==> config.mk <==
export PLATFORM = sky130hd
export DESIGN_NAME = handshake_sink_flat
export DESIGN_NICKNAME = d
export VERILOG_FILES = /design/src/rtl/handshake_sink_if.sv /design/src/rtl/handshake_sink.sv /design/src/flat_wrapper.sv
export SDC_FILE = /design/constraint.sdc
export NUM_CORES = 1
export LEC_CHECK = 0
export CORE_MARGIN = 2
export CORE_UTILIZATION = 48
export CTS_BUF_LIST = sky130_fd_sc_hd__clkbuf_8
export DETAILED_ROUTE_END_ITERATION = 10
export HOLD_SLACK_MARGIN = 0.15
export PLACE_DENSITY = 0.84
export SYNTH_ARGS = -nofsm -noshare
export SYNTH_HDL_FRONTEND = slang
export SYNTH_SLANG_ARGS = --single-unit
==> constraint.sdc <==
create_clock -name clk -period 2.24 [get_ports clk]
set_input_delay 0.672 -clock clk [delete_from_list [all_inputs] [get_ports clk]]
set_output_delay 0.672 -clock clk [all_outputs]
set_load 0.01 [all_outputs]
==> src/rtl/handshake_sink_if.sv <==
// handshake_sink_if
//   Valid/ready beat channel between a handshake master and the sink.
//   Signals:
//     s_valid  master has a beat on s_data
//     s_ready  slave can accept a beat this edge
//     s_data   beat payload, DATA_BITS wide
//   Modports:
//     master  drives s_valid/s_data, observes s_ready
//     slave   observes s_valid/s_data, drives s_ready
interface handshake_sink_if #(
  parameter int DATA_BITS = 8
);
  logic                 s_valid;
  logic                 s_ready;
  logic [DATA_BITS-1:0] s_data;

  modport master (
    output s_valid,
    output s_data,
    input  s_ready
  );

  modport slave (
    input  s_valid,
    input  s_data,
    output s_ready
  );
endinterface

==> src/rtl/handshake_sink.sv <==
// handshake_sink
//   Receive endpoint of a valid/ready channel. Accepted beats land in a
//   first-word-fall-through FIFO that local logic drains via rd_en.
//   With ALWAYS_READY=0 the sink also drops ready one cycle in every
//   READY_PERIOD, giving a deterministic "not always ready" slave.
//   Ports:
//     clk, rst    rising-edge clock, asynchronous active-high reset
//     s           slave side of the handshake channel (s_ready registered)
//     rd_en       pop the head entry
//     rd_valid    FIFO holds at least one beat
//     rd_data     head entry, meaningful only while rd_valid=1
//     count       current occupancy, 0..DEPTH
//     beat_count  total accepted beats, wraps at 2^32
//     underflow   sticky flag: rd_en seen while empty
module handshake_sink #(
  parameter int DATA_BITS    = 8,
  parameter int DEPTH        = 4,
  parameter int ALWAYS_READY = 1,
  parameter int READY_PERIOD = 4
) (
  input  logic                         clk,
  input  logic                         rst,
  handshake_sink_if.slave              s,
  input  logic                         rd_en,
  output logic                         rd_valid,
  output logic [DATA_BITS-1:0]         rd_data,
  output logic [$clog2(DEPTH+1)-1:0]   count,
  output logic [31:0]                  beat_count,
  output logic                         underflow
);

  localparam int PTR_BITS = $clog2(DEPTH);
  localparam int CNT_BITS = $clog2(DEPTH + 1);
  localparam int THR_BITS = $clog2(READY_PERIOD);

  localparam logic [CNT_BITS-1:0] DEPTH_C    = CNT_BITS'(DEPTH);
  localparam logic [THR_BITS-1:0] THR_LAST_C = THR_BITS'(READY_PERIOD - 1);

  logic [DATA_BITS-1:0] mem [DEPTH];

  logic [PTR_BITS-1:0] wr_ptr_q, wr_ptr_d;
  logic [PTR_BITS-1:0] rd_ptr_q, rd_ptr_d;
  logic [CNT_BITS-1:0] count_q, count_d;
  logic [THR_BITS-1:0] thr_q, thr_d;
  logic                ready_q, ready_d;
  logic [31:0]         beat_count_q, beat_count_d;
  logic                underflow_q, underflow_d;

  logic push;
  logic pop;
  logic empty;
  logic gate_next;

  assign empty = (count_q == '0);
  // ready is registered, so a push can never overrun a full FIFO
  assign push  = s.s_valid && ready_q;
  assign pop   = rd_en && !empty;

  always_comb begin
    wr_ptr_d     = wr_ptr_q;
    rd_ptr_d     = rd_ptr_q;
    count_d      = count_q;
    beat_count_d = beat_count_q;
    underflow_d  = underflow_q;
    gate_next    = 1'b1;

    if (push) begin
      wr_ptr_d     = wr_ptr_q + PTR_BITS'(1);
      beat_count_d = beat_count_q + 32'd1;
    end
    if (pop) begin
      rd_ptr_d = rd_ptr_q + PTR_BITS'(1);
    end
    if (rd_en && empty) begin
      underflow_d = 1'b1;
    end

    case ({push, pop})
      2'b10:   count_d = count_q + CNT_BITS'(1);
      2'b01:   count_d = count_q - CNT_BITS'(1);
      default: count_d = count_q;
    endcase

    // free-running throttle phase, anchored to reset release
    thr_d = (thr_q == THR_LAST_C) ? '0 : thr_q + THR_BITS'(1);

    if (ALWAYS_READY == 0) begin
      gate_next = (thr_d != THR_LAST_C);
    end

    // look ahead one cycle so the registered ready is correct when it lands
    ready_d = (count_d < DEPTH_C) && gate_next;
  end

  always_ff @(posedge clk or posedge rst) begin
    if (rst) begin
      wr_ptr_q     <= '0;
      rd_ptr_q     <= '0;
      count_q      <= '0;
      thr_q        <= '0;
      ready_q      <= 1'b0;
      beat_count_q <= '0;
      underflow_q  <= 1'b0;
    end else begin
      wr_ptr_q     <= wr_ptr_d;
      rd_ptr_q     <= rd_ptr_d;
      count_q      <= count_d;
      thr_q        <= thr_d;
      ready_q      <= ready_d;
      beat_count_q <= beat_count_d;
      underflow_q  <= underflow_d;
    end
  end

  // storage is deliberately left out of reset; occupancy gates its use
  always_ff @(posedge clk) begin
    if (push) begin
      mem[wr_ptr_q] <= s.s_data;
    end
  end

  assign s.s_ready  = ready_q;
  assign rd_valid   = !empty;
  assign rd_data    = mem[rd_ptr_q];
  assign count      = count_q;
  assign beat_count = beat_count_q;
  assign underflow  = underflow_q;

endmodule

==> src/flat_wrapper.sv <==
// flat-port wrapper written by rule: the top's interface ports become plain ports
module handshake_sink_flat 
#(
  parameter int DATA_BITS    = 8,
  parameter int DEPTH        = 4,
  parameter int ALWAYS_READY = 1,
  parameter int READY_PERIOD = 4
)
  (clk, rst, rd_en, rd_valid, rd_data, count, beat_count, underflow, s_s_valid, s_s_data, s_s_ready);
  handshake_sink_if #(.DATA_BITS(DATA_BITS)) s_i ();
  input  logic clk;
  input  logic rst;
  input  logic rd_en;
  output logic rd_valid;
  output logic [DATA_BITS-1:0] rd_data;
  output logic [$clog2(DEPTH+1)-1:0] count;
  output logic [31:0] beat_count;
  output logic underflow;
  input wire logic [$bits(s_i.s_valid)-1:0] s_s_valid;
  input wire logic [$bits(s_i.s_data)-1:0] s_s_data;
  output wire logic [$bits(s_i.s_ready)-1:0] s_s_ready;
  assign s_i.s_valid = s_s_valid;
  assign s_i.s_data = s_s_data;
  assign s_s_ready = s_i.s_ready;
  handshake_sink #(.DATA_BITS(DATA_BITS), .DEPTH(DEPTH), .ALWAYS_READY(ALWAYS_READY), .READY_PERIOD(READY_PERIOD)) u_core (.clk(clk), .rst(rst), .s(s_i), .rd_en(rd_en), .rd_valid(rd_valid), .rd_data(rd_data), .count(count), .beat_count(beat_count), .underflow(underflow));
endmodule
==> results of run 1 <==
==> what timing repair did <==
item / 4_1_cts / 5_1_grt
setup buffers: 1 / 1
pin swaps: 1 / 4
hold buffers: 0 / 0
setup endpoints to repair: 10 / 9
resized for setup: 35 / 7
==> Yosys cell counts <==
| library cell | count |
|---|---|
| nand3_1 | 10 |
| buf_1 | 1 |
| nor3_1 | 3 |
| nand2_1 | 10 |
| nor4_4 | 3 |
| xor2_1 | 8 |
| inv_1 | 8 |
| nand3_4 | 1 |
| nor3_2 | 1 |
| xnor2_1 | 29 |
| nand4_1 | 14 |
| and3_1 | 8 |
| dfrtp_1 | 41 |
| and2_1 | 3 |
| or3_1 | 1 |
| o21bai_1 | 1 |
| and4_1 | 3 |
| mux4_2 | 8 |
| mux2_2 | 3 |
| fa_1 | 1 |
| nand2b_1 | 1 |
| ha_1 | 6 |
| buf_2 | 2 |
| edfxtp_1 | 32 |
| nor2_1 | 6 |
==> cells by family (layout without fill, tap and decap cells) <==
group,Yosys count,count (layout)
flip-flops,73,73
AND/OR/NAND/NOR,64,64
XOR/XNOR,37,37
multiplexers,11,11
buffers and inverters,11,104
adder cells (fa/ha/maj),7,7
AO/OA/AOI/OAI,1,1
==> state kept, by name (all words and copies together) (netlist names), named ones only <==
| signal | count |
|---|---|
| u_core.count | 2 |
| u_core.s.s_ready | 1 |
| u_core.beat_count | 32 |
| u_core.rd_ptr_q | 2 |
| u_core.underflow | 1 |
| u_core.mem | 32 |
| u_core.wr_ptr_q | 2 |
==> power by group through the flow <==
| stage | sequential, mW | combinational [mW] | clock [mW] |
|---|---|---|---|
| floorplan | 1.84 | 0.662 | 0 |
| global placement | 1.85 | 1.32 | 0 |
| detailed placement | 1.86 | 1.36 | 0 |
| CTS | 1.84 | 1.30 | 1.18 |
| global route | 1.87 | 1.48 | 1.24 |
| finish | 1.83 | 1.36 | 1.15 |
==> stage by stage <==
step                setup WS (ns)  total power [mW]
detailed placement         -0.298              3.22
CTS                       0.00902              4.32
global placement           -0.187              3.17
finish                     0.0358              4.34
global route              -0.0194              4.59
floorplan                  0.0155              2.50
==> layer usage <==
| metal | GRT usage [%] | part of all wire, % | vias to the layer above |
|---|---|---|---|
| met4 | 7.77 | 1.5 | 0 |
| met1 | 24.5 | 44 | 980 |
| li1 | - | - | 917 |
| met2 | 28.7 | 51 | 49 |
| met3 | 4.52 | 4.0 | 11 |
| met5 | 0 | 0 | - |
==> how the worst min path moves through the flow <==
stage / to / slack (ns) / cells past startpoint
detailed placement: u_core.underflow / 0.47 / 1
global route: u_core.beat_count[30] / 0.53 / 1
CTS: u_core.beat_count[31] / 0.49 / 1
global placement: u_core.underflow / 0.47 / 1
finish: u_core.beat_count[31] / 0.48 / 1
floorplan: u_core.wr_ptr_q[0] / 0.50 / 1
==> critical path: stages, from the launching register on <==
cell     delay, ns
dfrtp_1       0.39
buf_12        0.15
mux4_2        0.52
buf_6         0.14
==> area by class of cell <==
cell class                 instances  area share, %
sequential                        73           47.9
multi-input combinational        120           25.9
timing repair buffer              80           17.8
clock buffer                       9           2.98
clock inverter                     7           2.44
tap                               77           2.32
inverter                           8          0.723
==> results.sh, run 1 <==
export IMPL_numCtsBuffers=9
export IMPL_diodes=0
export IMPL_hold_class="reg2reg"
export IMPL_avgSynthCellArea_sq_um=15.1
export IMPL_regArea_sq_um=1990
export IMPL_dpl_cell_count=357
export IMPL_placed_area_sq_um=3920
export IMPL_synth_compound_area_share_pct=0.244
export IMPL_firstDrtPassIters=4
export IMPL_antenna_left=0
export IMPL_ff2ff_path_depth=8
export IMPL_core_sq_um=6280
export IMPL_grt_use_total_pct=18.3
export IMPL_crit_path_end="rd_data[5]"
export IMPL_worstReg2RegEnd="u_core.s.s_ready"
export IMPL_post_route_period_util_pct=98.4
export IMPL_drc=0
export IMPL_seq_area_frac_synth_pct=64.4
export IMPL_worst_pin_slew_ns=0.523
export IMPL_wl_per_cell_um=15.9
export IMPL_synth_area_leader_cell="dfrtp_1"
export IMPL_cts_tree="built"
export IMPL_ys_warn_count=0
export IMPL_die_area_sq_um=7080
export IMPL_critPathLaunch="u_core.rd_ptr_q[0]"
export IMPL_setup_viol=0
export IMPL_p_per_area_nw_per_um2=1040
export IMPL_rsz0062_at_grt="yes"
export IMPL_mostFrequentLayoutCells="48 x clkdlybuf4s50_1, 39 x dfrtp_1, 32 x edfxtp_1, 29 x xnor2_1, 22 x buf_4"
export IMPL_clock_sinks=73
export IMPL_rrSetupSlack_ns=0.15
export IMPL_clockRootBuffer="clkbuf_8"
export IMPL_synth_top_family_by_area="simple AND/OR/NAND/NOR gates"
export IMPL_syn_inst=204
export IMPL_r2r_start="u_core.count[1]"
export IMPL_grt_pass1_wl_um=10000
export IMPL_antenna_found_initial=0
export IMPL_switchingPower_mw=1.27
export IMPL_layout_drive_gt1_share_pct=23.2
export IMPL_cap_viol_max_count=0
export IMPL_skew_ns=0.00747
export IMPL_comb_power_share_pct=31.3
export IMPL_drt_total_wl_um=5940
export IMPL_design_area_sq_um=4160
export IMPL_die_h_um=84.1
export IMPL_clk_pin_slew_worst_paths_ns=0.08
export IMPL_critPathArrivalTime_ns=1.53
export IMPL_fill_cells=474
export IMPL_die_x_um=84.1
export IMPL_internal_power_mw=3.07
export IMPL_power_leakage_nw=1.69
export IMPL_clkPwrFrac_pct=26.6
export IMPL_cp_end_kind="output pin"
export IMPL_synthXorXnorAreaFrac_pct=10.5
export IMPL_row_count=29
export IMPL_yosys_area_share_simple_pct=13.4
export IMPL_synthesis_nets=223
export IMPL_required_ns=1.57
export IMPL_clock_latency_ns=0.34
export IMPL_critPathKind="reg2out"
export IMPL_p_seq_share_pct=42.1
export IMPL_synthAdderAreaFrac_pct=3.08
export IMPL_netlist_area_sq_um=3080
export IMPL_multi_input_area_sq_um=1070
export IMPL_portBuffers=57
export IMPL_num_vias=1957
export IMPL_ys_ff_latch=73
export IMPL_vias_per_cell=5.23
export IMPL_crit_fanout=7
export IMPL_nets=311
export IMPL_whs_ns=0.483
export IMPL_grt_max_degree=42
export IMPL_netlist_area_leader_share_pct=33.3
export IMPL_layout_min_cycle_time_ns=2.20
export IMPL_fin_cells=374
export IMPL_startpoint_type="register"
export IMPL_utilization_pct=66.2
export IMPL_max_freq_ghz=0.454
export IMPL_ir_drop_v=0.000614
export IMPL_start_util_pct=49.1
export IMPL_switching_share_pct=29.3
export IMPL_io_pins=58
export IMPL_hold_viol_final=0
export IMPL_gr_total_overflow=0
export IMPL_timing_final_max_slew_violations=0
export IMPL_syn2layout_area_growth_pct=34.8
export IMPL_final_common_cell="clkdlybuf4s50_1"
export IMPL_outcome="completed"
export IMPL_grt_pass1_vias=2047
export IMPL_drt_iter0_drc=95
export IMPL_setup_tns_ns=0
export IMPL_htree_levels=3
export IMPL_yosys_cell_types_count=25
export IMPL_gp_congestion=0.785
export IMPL_muxShareOfSynthArea_pct=6.94
export IMPL_hp_start="u_core.beat_count[31]"
export IMPL_synthTopCellsByArea="dfrtp_1 33%, edfxtp_1 31%, xnor2_1 8.2%, mux4_2 5.8%, nand4_1 2.8%"
export IMPL_slew_limit_headroom_pct=64.9
export IMPL_hpwl_um=4180
export IMPL_cts_buffer_depth=2
No activity file was read; power rests on OpenSTA's default activity.
==> inputs of run 2 (changes only) <==
Settings changed: HOLD_SLACK_MARGIN 0.15 to not set, PLACE_DENSITY 0.84 to 0.87.
==> results.sh, run 2 (same netlist as run 1, synthesis figures left out) <==
export IMPL_firstDrtPassIters=4
export IMPL_critPathArrivalTime_ns=1.55
export IMPL_hold_viol_final=0
export IMPL_drt_total_wl_um=6040
export IMPL_drt_iter0_drc=105
export IMPL_fin_cells=376
export IMPL_clk_pin_slew_worst_paths_ns=0.08
export IMPL_crit_slowest_cell="mux4_2"
export IMPL_crit_path_frequent_cell="buf_6"
export IMPL_start_util_pct=49.1
export IMPL_hold_class="reg2reg"
export IMPL_die_x_um=84.1
export IMPL_dp_slack_ns=-0.304
export IMPL_hpwl_um=4340
export IMPL_skew_ns=0.0105
export IMPL_nets=313
export IMPL_gp_congestion=0.777
export IMPL_critPathMaxStageDelay_ns=0.51
export IMPL_power_leakage_nw=1.69
export IMPL_layout_min_cycle_time_ns=2.22
export IMPL_vias_per_cell=5.20
export IMPL_num_vias=1956
export IMPL_cp_end_kind="output pin"
export IMPL_cp_buffers_inverters=2
export IMPL_drc=0
export IMPL_die_h_um=84.1
export IMPL_grt_pass1_vias=2041
export IMPL_antenna_left=0
export IMPL_portBuffers=57
export IMPL_final_common_cell="clkdlybuf4s50_1"
export IMPL_mostFrequentLayoutCells="48 x clkdlybuf4s50_1, 40 x dfrtp_1, 32 x edfxtp_1, 29 x xnor2_1, 22 x buf_4"
export IMPL_crit_family="multiplexers"
export IMPL_clockRootBuffer="clkbuf_8"
export IMPL_timing_final_max_slew_violations=0
export IMPL_dpl_cell_count=359
export IMPL_design_area_sq_um=4140
export IMPL_layout_drive_gt1_share_pct=23.1
export IMPL_critPathKind="reg2out"
export IMPL_crit_fanout=5
export IMPL_rsz0062_at_grt="yes"
export IMPL_post_route_period_util_pct=99.1
export IMPL_grt_use_total_pct=18.3
export IMPL_ir_drop_v=0.000650
export IMPL_placed_area_sq_um=3940
export IMPL_core_sq_um=6280
export IMPL_outcome="completed"
export IMPL_wl_per_cell_um=16.1
export IMPL_clock_latency_ns=0.34
export IMPL_cts_buffer_depth=2
export IMPL_antenna_found_initial=0
export IMPL_grt_max_degree=18
export IMPL_numCtsBuffers=9
export IMPL_row_count=29
export IMPL_p_per_area_nw_per_um2=1010
export IMPL_die_area_sq_um=7080
export IMPL_setup_viol=0
export IMPL_grt_pass1_wl_um=10000
export IMPL_crit_chain="buf_6 -> mux4_2 -> buf_6"
export IMPL_max_freq_ghz=0.451
export IMPL_worst_pin_slew_ns=0.551
export IMPL_diodes=0
export IMPL_io_pins=58
export IMPL_worst_slack_ns=0.0206
export IMPL_utilization_pct=66.0
export IMPL_gr_total_overflow=0
export IMPL_cts_tree="built"
export IMPL_htree_levels=3
export IMPL_slew_limit_headroom_pct=63.0
export IMPL_required_ns=1.57
export IMPL_cap_viol_max_count=0
export IMPL_clock_sinks=73
export IMPL_startpoint_type="register"
export IMPL_syn2layout_area_growth_pct=34.4
## run 2: per-stage QoR
stage / setup TNS [ns] / total power, mW / hold WS [ns]
4_1_cts: -0.00372 / 4.18 / 0.490
2_1_floorplan: 0 / 2.50 / 0.498
6_report: 0 / 4.20 / 0.486
5_1_grt: -0.164 / 4.43 / 0.509
3_3_place_gp: -0.352 / 3.16 / 0.470
3_5_place_dp: -1.03 / 3.22 / 0.468
## run 2: cell type report
type / count / area [sq um]
fill: 462 / 2130
sequential: 73 / 1990
multi-input combinational: 120 / 1070
timing repair buffer: 82 / 762
clock buffer: 9 / 124
tap: 77 / 96.3
clock inverter: 7 / 68.8
inverter: 8 / 30.0
## run 2: worst paths after layout
kind                               startpoint                    to  slack [ns]  cells past startpoint
max                        u_core.rd_ptr_q[0]            rd_data[4]        0.02                      3
min                          u_core.underflow      u_core.underflow        0.49                      1
max reg2reg                   u_core.count[0]      u_core.s.s_ready        0.14                      8
min reg2reg                  u_core.underflow      u_core.underflow        0.49                      1
max in group asynchronous                 rst  u_core.beat_count[5]        0.96                      3
min in group asynchronous                 rst  u_core.beat_count[9]        0.69                      2
## run 2: timing repair
item,in CTS,in global routing
buffers inserted,1,0
setup endpoints to repair,10,8
pin swaps,1,2
gates resized for setup,37,6
hold buffers,0,0
## run 2: metal layers
layer  vias up  GRT usage (%)  wire [um]
met5         -              0          0
met3         7           4.72        241
met2        51           31.1       3130
li1        917              -          -
met4         0           6.60         64
met1       981           22.8       2600
## run 2: power by group
part           total [mW]  internal (mW)  switching (mW)
Clock               0.992          0.512           0.480
Sequential           1.83           1.63           0.196
Combinational        1.38          0.803           0.577
==> inputs of run 3 (changes only) <==
Settings changed: CORE_ASPECT_RATIO set to 1.1, CORE_MARGIN 2 to not set.
==> results.sh, run 3 (same netlist as run 1, synthesis figures left out) <==
export IMPL_final_common_cell="clkdlybuf4s50_1"
export IMPL_numCtsBuffers=9
export IMPL_critPathKind="reg2out"
export IMPL_layout_min_cycle_time_ns=2.25
export IMPL_setup_viol=1
export IMPL_cap_viol_max_count=0
export IMPL_grt_pass1_wl_um=9740
export IMPL_cp_buffers_inverters=3
export IMPL_core_sq_um=6190
export IMPL_drt_iter0_drc=162
export IMPL_nets=309
export IMPL_slew_limit_headroom_pct=62.4
export IMPL_mostFrequentLayoutCells="48 x clkdlybuf4s50_1, 40 x dfrtp_1, 32 x edfxtp_1, 29 x xnor2_1, 18 x buf_4"
export IMPL_rsz0062_at_grt="yes"
export IMPL_dpl_cell_count=354
export IMPL_num_vias=1918
export IMPL_wl_per_cell_um=16.1
export IMPL_crit_family="multiplexers"
export IMPL_diodes=0
export IMPL_clock_latency_ns=0.34
export IMPL_crit_fanout=4
export IMPL_firstDrtPassIters=4
export IMPL_row_count=30
export IMPL_crit_path_frequent_cell="buf_6"
export IMPL_dp_slack_ns=-0.257
export IMPL_critPathArrivalTime_ns=1.58
export IMPL_layout_drive_gt1_share_pct=22.4
export IMPL_hp_start="u_core.beat_count[31]"
export IMPL_whs_ns=0.479
export IMPL_clockRootBuffer="clkbuf_8"
export IMPL_cts_tree="built"
export IMPL_p_per_area_nw_per_um2=1080
export IMPL_grt_use_total_pct=19.9
export IMPL_gr_total_overflow=0
export IMPL_crit_slowest_cell="mux4_2"
export IMPL_portBuffers=57
export IMPL_critPathLaunch="u_core.rd_ptr_q[0]"
export IMPL_gp_congestion=0.783
export IMPL_max_freq_ghz=0.445
export IMPL_timing_final_max_slew_violations=0
export IMPL_clk_pin_slew_worst_paths_ns=0.08
export IMPL_fin_cells=375
export IMPL_worst_slack_ns=-0.00820
export IMPL_design_area_sq_um=4200
export IMPL_violations="setup timing"
export IMPL_cts_buffer_depth=2
export IMPL_die_x_um=78.4
export IMPL_grt_pass1_vias=2014
export IMPL_drt_total_wl_um=6040
export IMPL_required_ns=1.57
export IMPL_cp_end_kind="output pin"
export IMPL_postCtsHoldBufs=0
export IMPL_drc=0
export IMPL_startpoint_type="register"
export IMPL_hold_viol_final=0
export IMPL_clock_sinks=73
export IMPL_utilization_pct=67.9
export IMPL_antenna_left=0
export IMPL_io_pins=58
export IMPL_antenna_found_initial=0
export IMPL_hold_class="reg2reg"
export IMPL_vias_per_cell=5.11
export IMPL_htree_levels=3
export IMPL_hpwl_um=4000
export IMPL_outcome="finished with violations"
export IMPL_start_util_pct=49.8
export IMPL_ir_drop_v=0.000557
export IMPL_placed_area_sq_um=3890
export IMPL_power_leakage_nw=1.70
export IMPL_critPathMaxStageDelay_ns=0.51
export IMPL_grt_max_degree=42
export IMPL_worst_pin_slew_ns=0.560
export IMPL_syn2layout_area_growth_pct=36.3
export IMPL_die_area_sq_um=6750
export IMPL_post_route_period_util_pct=100
export IMPL_crit_chain="buf_6 -> buf_16 -> mux4_2 -> buf_6"
export IMPL_skew_ns=0.00632
export IMPL_die_h_um=86.1
-- run 3: final cells by class --
| type | count | area (sq um) |
|---|---|---|
| fillers | 446 | 1990 |
| flip-flops and latches | 73 | 1990 |
| multi-input cells | 120 | 1060 |
| repair buffers | 78 | 767 |
| clock buffers | 10 | 138 |
| clock inverters | 6 | 115 |
| well taps | 80 | 100 |
| inverters | 8 | 30.0 |
-- run 3: report_power, final --
group          leakage [nW]  internal [mW]  switching (mW)
combinational         0.752          0.853           0.597
clock                 0.123          0.774           0.498
sequential            0.830           1.63           0.192
total                  1.70           3.26            1.29
-- run 3: through the flow --
stage          total power, mW  setup TNS (ns)
6_report                  4.55        -0.00820
5_1_grt                   4.78          -0.281
4_1_cts                   4.56          -0.287
3_5_place_dp              3.20           -1.27
3_3_place_gp              3.14          -0.485
2_1_floorplan             2.50               0
-- run 3: metal layers --
layer / wire [um] / up-vias / track usage [%] / share of wire (%)
met5: 0 / - / 0 / 0
met4: 85 / 0 / 9.60 / 1.4
met3: 314 / 7 / 5.21 / 5.2
met2: 3040 / 53 / 32.7 / 50
met1: 2610 / 951 / 24.4 / 43
li1: - / 907 / - / -
-- run 3: worst register-to-register path, stage by stage (launching register included) --
cell	delay (ns)
dfrtp_1	0.40
or3_4	0.38
and2_4	0.17
ha_2	0.19
fa_2	0.33
xnor2_1	0.13
nor2_1	0.12
xor2_1	0.22
inv_1	0.06
-- run 3: final timing paths --
kind / endpoint / slack, ns / cells past startpoint
setup / recovery: rd_data[1] / -0.008 / 4
hold / removal: u_core.beat_count[31] / 0.48 / 1
setup reg to reg: u_core.s.s_ready / 0.13 / 8
hold reg to reg: u_core.beat_count[31] / 0.48 / 1
max in group asynchronous: u_core.count[0] / 1.37 / 3
min in group asynchronous: u_core.beat_count[1] / 0.67 / 3
-- run 3: timing repair --
action | 4_1_cts | 5_1_grt
gates cloned | 1 | 0
resized for setup | 39 | 6
setup endpoints to repair | 10 | 9
setup buffers | 3 | 2
pin swaps | 1 | 3
endpoints found under the hold margin | 0 | 0
==> edit, RTL diff (flow settings as in run 1) <==
Make the reset (`rst`) synchronous in one clocked block. Comments in the files are not updated.
--- a/src/rtl/handshake_sink.sv
+++ b/src/rtl/handshake_sink.sv
@@ -92,7 +92,7 @@
     ready_d = (count_d < DEPTH_C) && gate_next;
   end
 
-  always_ff @(posedge clk or posedge rst) begin
+  always_ff @(posedge clk) begin
     if (rst) begin
       wr_ptr_q     <= '0;
       rd_ptr_q     <= '0;
Check against the original RTL: differs if rst is asserted again (counterexample within 4 cycles, from zero or initial values and one cycle with rst high); with rst held inactive, the same outputs for 10 cycles.
==> edit against run 1 <==
- power shrank 22%
- cell area increased by 0.69%
- wire length rose by 10%
- utilization fell by 0.30 points
- critical path depth grew 1
- sequential cell count up 2
- area after synthesis up 1.8%
- die area rose by 1.7%
- worst setup slack got worse by 30 ps
- critical path type unchanged
- critical endpoint is now rd_data[4]
- highest routed layer unchanged
==> edit: results (changes against run 1) <==
| Metric | Value |
|---|---|
| Synth Area in Compound Gates | 0.0913 (+0.0888) |
| DP HPWL | 4.58 mm (+9.7%) |
| VDD IR max | 0.000490 V (-20%) |
| Crit path DAT | 1560 ps (+30 ps) |
| Inst Count DP | 423 (+18%) |
| Hold path cells | 2 (+1) |
| Clk_lat worst skew | 350 ps |
| XOR/XNOR share of the synthesized area | 0.0363 (-0.0688) |
| Largest net degree at the start of global routing | 19 (-55%) |
| Post-synth ARST share | 0 (-0.562) |
| Leading post-synthesis cells by cell area | edfxtp_1 31%, dfxtp_1 27%, mux4_2 5.7% |
| Status | complete, no violations |
| First DRT Iteration DRCs | 111 (+17%) |
| Rel. slew slack | 0.829 (+0.179) |
| Mux contribution to synthesized area | 0.0642 (-0.00523) |
| Number of global-route vias before repair | 2,369 (+16%) |
| First-pass GRT wire length | 11.1 mm (+11%) |
| Worst reg2reg endpoint | u_core.beat_count[29] |
| Netlist cell types | 31 (+24%) |
| Syn_nets | 291 (+30%) |
| Nets | 380 (+22%) |
| Share of layout cells above drive strength 1 | 0.202 (-0.0301) |
| Clock tree buffer depth | 2 (unchanged) |
| Routed len/inst | 14.8 um (-6.9%) |
| Routed WL | 6.55 mm (+10%) |
| Fill cells | 479 (+1.1%) |
| Peak per-stage delay on the critical path | 480 ps (-40 ps) |
| Setup Skew | 6.90 ps (-0.572 ps) |
| Sequential fraction of the synthesis area | 0.580 (-0.0642) |
| Switching part of the total | 0.285 (-0.00880) |
| Worst hold start | u_core.underflow |
| Adder-cell share of the synthesized area | 0.0303 (-0.000553) |
| Syn Area/Cell | 11.5 um^2 (-24%) |
| Hold EP | u_core.underflow |
| Final estimated routing congestion in global placement | 0.837 (+6.6%) |
| Via count | 2,473 (+26%) |
| CP max stage cell | mux4_2 |
| Ys flop type | dfxtp_1 |
| LEAKAGE | 1.42 nW (-16%) |
| FF-to-FF Start | u_core.beat_count[19] |
| Post-synth top cells | 43 x dfxtp_1, 32 x edfxtp_1, 26 x a21oi_1, 18 x or4_1, 17 x nor2_1 |
| R2R depth | 5 (-3) |
| Total track usage | 0.195 (+0.0117) |
edit: cell count changes in the layout (fill, tap and decap cells not counted), sizes merged, moves of 5 or more:
cell	delta
nor2	+11
a21oi	+26
nand4	-5
dfrtp	-41
or4	+18
buf	+11
xnor2	-20
dfxtp	+43
o31ai	+13
o21ai	+10
or3	+8
edit: power groups by stage:
| stage | clock [mW] | combinational (mW) | sequential [mW] |
|---|---|---|---|
| 6_report | 0.933 | 0.846 | 1.61 |
| 5_1_grt | 1.02 | 0.933 | 1.63 |
| 4_1_cts | 0.951 | 0.868 | 1.61 |
| 3_5_place_dp | 0 | 0.869 | 1.64 |
| 3_3_place_gp | 0 | 0.843 | 1.63 |
| 2_1_floorplan | 0 | 0.422 | 1.65 |
edit: final cells by class:
| cell class | count | area (um^2) | share of cell area |
|---|---|---|---|
| clock inverter | 7 | 51.3 | 0.0123 |
| inverter | 8 | 30.0 | 0.00718 |
| multi-input combinational | 176 | 1240 | 0.298 |
| timing repair buffer | 91 | 815 | 0.195 |
| tap | 77 | 96.3 | 0.0230 |
| sequential | 75 | 1820 | 0.436 |
| clock buffer | 9 | 124 | 0.0296 |
edit: cell families (layout without fill, tap and decap cells):
group / after synthesis / count (layout)
and+or+nand+nor: 96 / 96
DFF: 75 / 75
adders and majority gates: 7 / 7
xor gates and xnor gates: 13 / 13
buffers and inverters: 21 / 115
AOI/OAI and AO/OA: 50 / 50
muxes: 10 / 10
edit: how the worst max path moves through the flow:
stage | from | to | cells after the start
floorplan | s_s_valid | register | 10
global placement | s_s_valid | u_core.beat_count[23] | 7
detailed placement | s_s_valid | u_core.beat_count[23] | 7
CTS | register | rd_data[4] | 4
global route | register | rd_data[4] | 4
finish | register | rd_data[4] | 4
edit: what timing repair did:
action                                  in CTS  in global routing
pin swaps                                    3                  1
endpoints found under the setup margin      15                 12
cloned                                       1                  0
setup buffers                                3                  0
gates resized for setup                     33                  6
edit: worst min-delay path, stage by stage (launching register included):
cell,delay (ps)
dfxtp_1,330
a21oi_1,50
nor2_1,70
edit: per-layer routing:
| layer | routed length, um | vias up | track usage |
|---|---|---|---|
| li1 | - | 1209 | - |
| met1 | 2930 | 1208 | 0.245 |
| met2 | 3240 | 45 | 0.327 |
| met3 | 259 | 11 | 0.0545 |
| met4 | 117 | 0 | 0.0620 |
| met5 | 0 | - | 0 |
edit: through the flow:
stage	worst slack [ps]	util	area [um^2]	hold WS, ps
2_1_floorplan	-1.45	-	3150	469
3_3_place_gp	-427	0.628	3990	451
3_5_place_dp	-470	0.628	3990	469
4_1_cts	-13.7	0.660	4190	494
5_1_grt	-42.3	0.659	4180	521
6_report	5.90	0.659	4180	484
